[src/rtl/generate_proof_deadlock_reporter_if.sv]
// Report-record channel of the GenerateProof deadlock reporter.
// The producer holds a record (valid) until the consumer accepts it (ready).
interface generate_proof_deadlock_reporter_if #(
  parameter int AXIS_W = 8,
  parameter int INST_W = 11,
  parameter int CNT_W  = 16
) ();
  logic              report_valid;
  logic              report_ready;
  logic [AXIS_W-1:0] report_axis;
  logic [INST_W-1:0] report_inst;
  logic [3:0]        report_first_axis;
  logic              report_first_vld;
  logic [CNT_W-1:0]  report_seq;

  modport master (
    output report_valid,
    output report_axis,
    output report_inst,
    output report_first_axis,
    output report_first_vld,
    output report_seq,
    input  report_ready
  );

  modport slave (
    input  report_valid,
    input  report_axis,
    input  report_inst,
    input  report_first_axis,
    input  report_first_vld,
    input  report_seq,
    output report_ready
  );
endinterface

[src/rtl/generate_proof_deadlock_reporter.sv]
// Filters transient stalls from the top-level deadlock monitor and, once block has
// persisted THRESHOLD cycles, emits one snapshot record and a sticky maskable interrupt.
module generate_proof_deadlock_reporter #(
  parameter int THRESHOLD = 1024,
  parameter int CNT_W     = 16,
  parameter int AXIS_W    = 8,
  parameter int INST_W    = 11
) (
  input  logic                  clock,
  input  logic                  reset,
  input  logic                  block,
  input  logic [AXIS_W-1:0]     axis_block_sigs,
  input  logic [INST_W-1:0]     inst_block_sigs,
  input  logic                  irq_en,
  input  logic                  flag_clear,
  generate_proof_deadlock_reporter_if.master rpt,
  output logic [CNT_W-1:0]      event_count,
  output logic [CNT_W-1:0]      episode_cycles,
  output logic                  deadlock_flag,
  output logic                  irq
);

  typedef enum logic [1:0] {IDLE, ARMED, REPORT, LATCHED} state_t;

  localparam logic [15:0] THR = 16'(THRESHOLD);

  function automatic logic [CNT_W-1:0] sat_inc(input logic [CNT_W-1:0] v);
    return (&v) ? v : v + CNT_W'(1);
  endfunction

  function automatic logic [3:0] lowest_set(input logic [AXIS_W-1:0] v);
    logic [3:0] idx;
    idx = '0;
    for (int i = AXIS_W - 1; i >= 0; i--) begin
      if (v[i]) idx = 4'(i);
    end
    return idx;
  endfunction

  state_t            state_q, state_d;
  logic [15:0]       persist_q, persist_d;
  logic [CNT_W-1:0]  episode_q, episode_d;
  logic [CNT_W-1:0]  event_q, event_d;
  logic              flag_q, flag_d;
  logic              rvalid_q, rvalid_d;
  logic [AXIS_W-1:0] raxis_q, raxis_d;
  logic [INST_W-1:0] rinst_q, rinst_d;
  logic [3:0]        rfirst_q, rfirst_d;
  logic              rfvld_q, rfvld_d;
  logic [CNT_W-1:0]  rseq_q, rseq_d;
  logic              declare;

  always_comb begin
    state_d   = state_q;
    persist_d = persist_q;
    episode_d = episode_q;
    event_d   = event_q;
    flag_d    = flag_q;
    rvalid_d  = rvalid_q;
    raxis_d   = raxis_q;
    rinst_d   = rinst_q;
    rfirst_d  = rfirst_q;
    rfvld_d   = rfvld_q;
    rseq_d    = rseq_q;
    declare   = 1'b0;

    case (state_q)
      IDLE: begin
        if (block) begin
          persist_d = 16'd1;
          episode_d = CNT_W'(1);
          if (THR == 16'd1) declare = 1'b1;
          else              state_d = ARMED;
        end
      end
      ARMED: begin
        if (!block) begin
          state_d   = IDLE;
          persist_d = '0;
          episode_d = '0;
        end else begin
          persist_d = persist_q + 16'd1;
          episode_d = sat_inc(episode_q);
          if (persist_d == THR) declare = 1'b1;
        end
      end
      REPORT: begin
        // A block drop here is deliberately ignored: the record must still be delivered.
        if (block) episode_d = sat_inc(episode_q);
        if (rvalid_q && rpt.report_ready) begin
          state_d  = LATCHED;
          rvalid_d = 1'b0;
        end
      end
      LATCHED: begin
        if (!block) begin
          state_d   = IDLE;
          persist_d = '0;
          episode_d = '0;
        end else begin
          episode_d = sat_inc(episode_q);
        end
      end
      default: state_d = IDLE;
    endcase

    if (flag_clear) flag_d = 1'b0;

    // Declare overrides a coincident flag_clear so a fresh deadlock is never lost.
    if (declare) begin
      state_d  = REPORT;
      rvalid_d = 1'b1;
      raxis_d  = axis_block_sigs;
      rinst_d  = inst_block_sigs;
      rfirst_d = lowest_set(axis_block_sigs);
      rfvld_d  = |axis_block_sigs;
      event_d  = sat_inc(event_q);
      rseq_d   = event_d;
      flag_d   = 1'b1;
    end
  end

  always_ff @(posedge clock or negedge reset) begin
    if (!reset) begin
      state_q   <= IDLE;
      persist_q <= '0;
      episode_q <= '0;
      event_q   <= '0;
      flag_q    <= 1'b0;
      rvalid_q  <= 1'b0;
      raxis_q   <= '0;
      rinst_q   <= '0;
      rfirst_q  <= '0;
      rfvld_q   <= 1'b0;
      rseq_q    <= '0;
    end else begin
      state_q   <= state_d;
      persist_q <= persist_d;
      episode_q <= episode_d;
      event_q   <= event_d;
      flag_q    <= flag_d;
      rvalid_q  <= rvalid_d;
      raxis_q   <= raxis_d;
      rinst_q   <= rinst_d;
      rfirst_q  <= rfirst_d;
      rfvld_q   <= rfvld_d;
      rseq_q    <= rseq_d;
    end
  end

  assign rpt.report_valid      = rvalid_q;
  assign rpt.report_axis       = raxis_q;
  assign rpt.report_inst       = rinst_q;
  assign rpt.report_first_axis = rfirst_q;
  assign rpt.report_first_vld  = rfvld_q;
  assign rpt.report_seq        = rseq_q;

  assign event_count    = event_q;
  assign episode_cycles = episode_q;
  assign deadlock_flag  = flag_q;
  assign irq            = flag_q & irq_en;

endmodule

[src/flat_wrapper.sv]
// flat-port wrapper written by rule: the top's interface ports become plain ports
module generate_proof_deadlock_reporter_flat 
#(
  parameter int THRESHOLD = 1024,
  parameter int CNT_W     = 16,
  parameter int AXIS_W    = 8,
  parameter int INST_W    = 11
)
  (clock, reset, block, axis_block_sigs, inst_block_sigs, irq_en, flag_clear, event_count, episode_cycles, deadlock_flag, irq, rpt_report_valid, rpt_report_axis, rpt_report_inst, rpt_report_first_axis, rpt_report_first_vld, rpt_report_seq, rpt_report_ready);
  generate_proof_deadlock_reporter_if #(.AXIS_W(AXIS_W), .INST_W(INST_W), .CNT_W(CNT_W)) rpt_i ();
  input  logic clock;
  input  logic reset;
  input  logic block;
  input  logic [AXIS_W-1:0] axis_block_sigs;
  input  logic [INST_W-1:0] inst_block_sigs;
  input  logic irq_en;
  input  logic flag_clear;
  output logic [CNT_W-1:0] event_count;
  output logic [CNT_W-1:0] episode_cycles;
  output logic deadlock_flag;
  output logic irq;
  output wire logic [$bits(rpt_i.report_valid)-1:0] rpt_report_valid;
  output wire logic [$bits(rpt_i.report_axis)-1:0] rpt_report_axis;
  output wire logic [$bits(rpt_i.report_inst)-1:0] rpt_report_inst;
  output wire logic [$bits(rpt_i.report_first_axis)-1:0] rpt_report_first_axis;
  output wire logic [$bits(rpt_i.report_first_vld)-1:0] rpt_report_first_vld;
  output wire logic [$bits(rpt_i.report_seq)-1:0] rpt_report_seq;
  input wire logic [$bits(rpt_i.report_ready)-1:0] rpt_report_ready;
  assign rpt_report_valid = rpt_i.report_valid;
  assign rpt_report_axis = rpt_i.report_axis;
  assign rpt_report_inst = rpt_i.report_inst;
  assign rpt_report_first_axis = rpt_i.report_first_axis;
  assign rpt_report_first_vld = rpt_i.report_first_vld;
  assign rpt_report_seq = rpt_i.report_seq;
  assign rpt_i.report_ready = rpt_report_ready;
  generate_proof_deadlock_reporter #(.THRESHOLD(THRESHOLD), .CNT_W(CNT_W), .AXIS_W(AXIS_W), .INST_W(INST_W)) u_core (.clock(clock), .reset(reset), .block(block), .axis_block_sigs(axis_block_sigs), .inst_block_sigs(inst_block_sigs), .irq_en(irq_en), .flag_clear(flag_clear), .rpt(rpt_i), .event_count(event_count), .episode_cycles(episode_cycles), .deadlock_flag(deadlock_flag), .irq(irq));
endmodule
[config.mk]
export PLATFORM = sky130hd
export DESIGN_NAME = generate_proof_deadlock_reporter_flat
export DESIGN_NICKNAME = d
export VERILOG_FILES = /design/src/rtl/generate_proof_deadlock_reporter_if.sv /design/src/rtl/generate_proof_deadlock_reporter.sv /design/src/flat_wrapper.sv
export SDC_FILE = /design/constraint.sdc
export NUM_CORES = 1
export LEC_CHECK = 0
export CORE_MARGIN = 1
export CORE_UTILIZATION = 40
export CTS_BUF_LIST = sky130_fd_sc_hd__clkbuf_16
export DETAILED_ROUTE_END_ITERATION = 16
export HOLD_SLACK_MARGIN = 0.06
export MAX_ROUTING_LAYER = met4
export PLACE_DENSITY = 0.7
export SETUP_SLACK_MARGIN = 0.05
export SLEW_MARGIN = 10
export SYNTH_ARGS = -nofsm -noshare
export SYNTH_HDL_FRONTEND = slang
export SYNTH_SLANG_ARGS = --single-unit
[constraint.sdc]
create_clock -name clock -period 2.7 [get_ports clock]
set_input_delay 0.405 -clock clock [delete_from_list [all_inputs] [get_ports clock]]
set_output_delay 0.405 -clock clock [all_outputs]
set_load 0.05 [all_outputs]
# ---- Yosys cells after proc, flatten, opt, wreduce, memory -nomap -nowiden
# Index checks and enable logic that the tools add are counted.
dict set report word_totals {
  register_bits 76
  wordCells 70
  output_inout_bits 75
  inputBits 25
}
dict set report op_classes {
  n_mux 30
  bitwise_logic 2
  n_eq_ne 10
  n_reduce_logical 15
  addsub 3
}
# op n
set ops {}
lappend ops {{$mux W16} 7}
lappend ops {{$pmux W16 S3} 2}
lappend ops {{$add A16 B1 Y16 const B} 3}
lappend ops {{$reduce_and A16 Y1} 2}
lappend ops {{$mux W3} 8}
lappend ops {{$eq A16 B11 Y1 const B} 1}
lappend ops {{$mux W1} 8}
lappend ops {{$mux W2} 4}
lappend ops {{$reduce_or A8 Y1} 1}
lappend ops {{$ne A2 B2 Y1 const B} 3}
lappend ops {{$ne A3 B2 Y1 const B} 2}
lappend ops {{$pmux W2 S3} 1}
lappend ops {{$reduce_and A2 Y1} 3}
lappend ops {{$reduce_and A3 Y1} 2}
lappend ops {{$reduce_bool A2 Y1} 3}
lappend ops {{$eq A2 B2 Y1 const B} 2}
lappend ops {{$ne A3 B1 Y1 const B} 1}
lappend ops {{$reduce_bool A3 Y1} 1}
lappend ops {{$eq A2 B1 Y1 const B} 1}
lappend ops {{$logic_not A2 Y1} 1}
lappend ops {{$reduce_or A2 Y1} 1}
lappend ops {{$and A1 B1 Y1} 1}
lappend ops {{$logic_and A1 B1 Y1} 1}
lappend ops {{$not A1 Y1} 1}

# ---- Longest topological paths before layout
dict set report depth {
  word_depth 8
  ltp_mapped 10
  ltp_nobuf 8
}

# ---- Least setup slack after synthesis
# No wires, ideal clock.
dict set report synth_path {
  kind {reg-to-reg}
  from {register u_core.persist_q[0]}
  to {register u_core.rseq_q[14], in the netlist u_core.rpt.report_seq[14]}
  path_stages_with_launch 10
  t_required_ps 2572
  path_buffers 1
  setup_time_ps 128
  arrival_ps 2710
  setup_slack_ps -137
  synth_period_minus_slack_ps 2837
  cell_sequence {dfrtp_1 -> ha_1 -> nand4_1 -> nor2_1 -> mux2_2 -> a2111o_1 -> or2_1 -> buf_6 -> nor4_4 -> mux2_1}
}
dict set report synth_between {
  elab_chain_cells 6
}
# item line_no
set synth_rtl {}
lappend synth_rtl {{start: declaration} generate_proof_deadlock_reporter.sv:41} ;# logic [15:0] persist_q, persist_d;
lappend synth_rtl {{start signal: assignment} generate_proof_deadlock_reporter.sv:138} ;# persist_q <= persist_d;
lappend synth_rtl {{$add A16 B1 Y16} generate_proof_deadlock_reporter.sv:82} ;# persist_d = persist_q + 16'd1;
lappend synth_rtl {{$eq A16 B11 Y1} generate_proof_deadlock_reporter.sv:84} ;# if (persist_d == THR) declare = 1'b1;
lappend synth_rtl {{$mux W1} generate_proof_deadlock_reporter.sv:84}
lappend synth_rtl {{$mux W1} generate_proof_deadlock_reporter.sv:77} ;# if (!block) begin
lappend synth_rtl {{$mux W1} generate_proof_deadlock_reporter.sv:67} ;# case (state_q)
lappend synth_rtl {{$reduce_and A2 Y1 (no source line)} -}
lappend synth_rtl {{end signal: assignment} generate_proof_deadlock_reporter.sv:147} ;# rseq_q <= rseq_d;
lappend synth_rtl {{end: declaration} generate_proof_deadlock_reporter.sv:50} ;# logic [CNT_W-1:0] rseq_q, rseq_d;
# Every way passes these cells.
# A chain may end at the register's enable or synchronous reset.

# ---- Worst setup path after layout
# Ends and elaborated chain as after synthesis.

==> results.tsv <==
metric	value	unit
pre_cts_ws	-32.4	ps
relSlewSlack	0.571	
fmax	384	MHz
cts_buffer_depth	2	
nets	536	
grt_max_degree	30	
yosysWarnings	0	
hold_class	input port to asynchronous set/reset pin	
register_area	1880	sq um
cts_tree	yes	
fin_tns_setup	0	ps
r2r_cells	8	
cts_made_buffers	9	
cp_slowest_stage_delay	430	ps
root_buffer	clkbuf_16	
antenna_found_initial	0	
port_buffers	98	
status	finished, final reports clean	
rsz0062_at_grt	true	
final-hold-violation-count	0	
postRouteAntennaNets	0	
mostFrequentLayoutCell	clkdlybuf4s50_1	
die_h	101	um
via_per_inst	5.38	
core_area	9420	sq um
diodes	0	
wl	9.78	mm
cp-start-kind	flop	
num-fill-cells	792	
power.total	2650	uW
route.detailed.drc	0	
drive_gt1_frac	0.178	
final_cell_mix	97 x clkdlybuf4s50_1, 73 x dfrtp_1, 49 x o21ai_0, 42 x nand2_1, 31 x buf_4	
grt_pass1_wl	15.9	mm
overflow	0	
post-route-period-util	0.964	
cts_num_sinks	75	
ys_seq_elements	75	
arrival	2820	ps
via_count	3449	
grt_pass1_vias	3300	
ys_async_sr_fraction	1.00	
multiInputGateArea	1890	sq um
tightest_slew	643	ps
place_hpwl	6.94	mm
rows	35	
critPathKind	flop to flop	
final-setup-viol-count	0	
grtUsageTotal	0.205	
peakVddDrop	306	uV
leakagePower	0.00238	uW
worst_slack	97.2	ps
gp_congestion	0.897	
synth-edff-count	0	
drv_slew	0	
postSynthCellCount	403	
clk_pin_slew	60	ps
dieWidth	101	um
syn_area	3950	sq um
insertion_delay	330	ps
clock_skew	10.1	ps
layout.cells.non_filler	641	
crit_chain	buf_4 -> nand3_2 -> nor3_4 -> or4_1 -> a2111o_1 -> or2_4 -> nor4_4 -> mux2_4	
htree_levels	3	
fin_crit	2600	ps
syn_nets	432	
worst_setup_path_end_kind	flop	
power_density	484	nW/um^2
syn_avg_cell_area	9.79	sq um
ioPinCount	100	
ctsHoldBuffers	0	
yosysUniqueCellTypes	52	
first_pass_iters	4	
initial_utilization	0.419	
critical_path_required	2920	ps
area_growth	38.8	%
synth_flop_cell	dfrtp_1	
dp.cells	620	
timing.hold.ws	60.2	ps
cp_slowest_cell	dfrtp_2	
crit_fanout	4	
drt_iter0_markers	133	
drv_cap	0	
wl_per_cell	15.3	um
synth-seq-area-share	0.476	
die-area	10300	sq um
## through the flow
stage / cell area [sq um] / utilization
after global routing: 5480 / 0.582
after CTS: 5390 / 0.572
after global placement: 5060 / 0.538
after detailed placement: 5060 / 0.538
after floorplan: 3960 / -
final: 5480 / 0.582
## cells in the mapped netlist, types with 2 or more instances
| cell type | n | area share |
|---|---|---|
| dfrtp_1 | 75 | 0.48 |
| o21ai_0 | 49 | 0.062 |
| nand2_1 | 42 | 0.040 |
| nor2_1 | 26 | 0.025 |
| mux2_2 | 20 | 0.057 |
| buf_4 | 18 | 0.034 |
| nand4_1 | 18 | 0.029 |
| xnor2_1 | 17 | 0.038 |
| nand3_1 | 12 | 0.015 |
| a21oi_1 | 11 | 0.014 |
| a31oi_1 | 10 | 0.016 |
| nor3_1 | 10 | 0.013 |
| and3_1 | 9 | 0.014 |
| clkbuf_1 | 9 | 0.0086 |
| o31ai_1 | 9 | 0.017 |
| buf_2 | 7 | 0.0089 |
| inv_1 | 6 | 0.0057 |
| nor4_1 | 5 | 0.0079 |
| ha_1 | 4 | 0.013 |
| and2_1 | 3 | 0.0048 |
| and4_1 | 3 | 0.0067 |
| buf_6 | 3 | 0.0086 |
| xor2_1 | 3 | 0.0067 |
| a21o_1 | 2 | 0.0038 |
| a22o_1 | 2 | 0.0044 |
| nand2b_1 | 2 | 0.0032 |
| nand4_2 | 2 | 0.0063 |
| o41ai_1 | 2 | 0.0044 |
## layout make-up
cell class	count	share of cell area
repair buffers	130	0.223
inverters	6	0.00411
multi-input cells	285	0.345
well taps	129	0.0295
flip-flops and latches	75	0.343
clock buffers	9	0.0411
clock inverters	7	0.0137
## cell families after synthesis
group	Yosys count	share of synthesized area
AOI/OAI and AO/OA	95	0.144
xor gates and xnor gates	20	0.0444
adders and majority gates	4	0.0127
buffers and inverters	43	0.0660
DFF	75	0.476
muxes	21	0.0599
other	1	0.000951
and+or+nand+nor	144	0.197
## sequential cells by signal, summed over array words and instances (netlist names)
signal,flops
u_core.rpt.report_seq,16
u_core.rpt.report_inst,11
u_core.rpt.report_first_axis,3
u_core.rpt.report_first_vld,1
u_core.deadlock_flag,1
u_core.persist_q,16
u_core.rpt.report_valid,1
u_core.rpt.report_axis,8
u_core.episode_cycles,16
u_core.state_q,2
## repair_timing
action / 4_1_cts / 5_1_grt
pin swaps: 1 / 9
buffers inserted: 3 / 2
setup endpoints to repair: 2 / 14
gates resized for setup: 2 / 15
gates cloned: 0 / 0
## power breakdown
group          switching, uW  leakage [uW]  total (uW)  internal (uW)
Combinational            159       0.00120         277            118
Sequential              25.3       0.00104        1170           1140
Clock                    487      0.000140        1210            720
## layer usage
layer,up-vias,track usage,wire length [um]
li1,1648,-,-
met1,1718,0.253,4340
met2,69,0.322,4880
met3,14,0.0524,391
met4,0,0.0836,163
met5,-,-,0
## critical path, delay by kind of cell, from the launching register on
kind | cells | cell delay (ps)
compound gates | 1 | 410
mux | 1 | 320
buf+inv | 1 | 150
simple gates | 5 | 1170
flops | 1 | 430
## path summary, 6_finish.rpt
path	startpoint	slack, ps	endpoint
worst max-delay path	u_core.persist_q[0]$_DFFE_PN0P_	100	u_core.rpt.report_seq[14]$_DFFE_PN0P_
worst min-delay path	reset	60	u_core.rpt.report_inst[0]$_DFFE_PN0P_
worst max register to register	u_core.persist_q[0]$_DFFE_PN0P_	100	u_core.rpt.report_seq[14]$_DFFE_PN0P_
worst min register to register	u_core.rpt.report_first_axis[1]$_DFFE_PN0P_	490	u_core.rpt.report_first_axis[1]$_DFFE_PN0P_
max in group asynchronous	reset	1820	u_core.episode_cycles[2]$_DFFE_PN0P_
min in group clock	u_core.rpt.report_first_axis[1]$_DFFE_PN0P_	490	u_core.rpt.report_first_axis[1]$_DFFE_PN0P_
(Power assumes the default switching activity.)
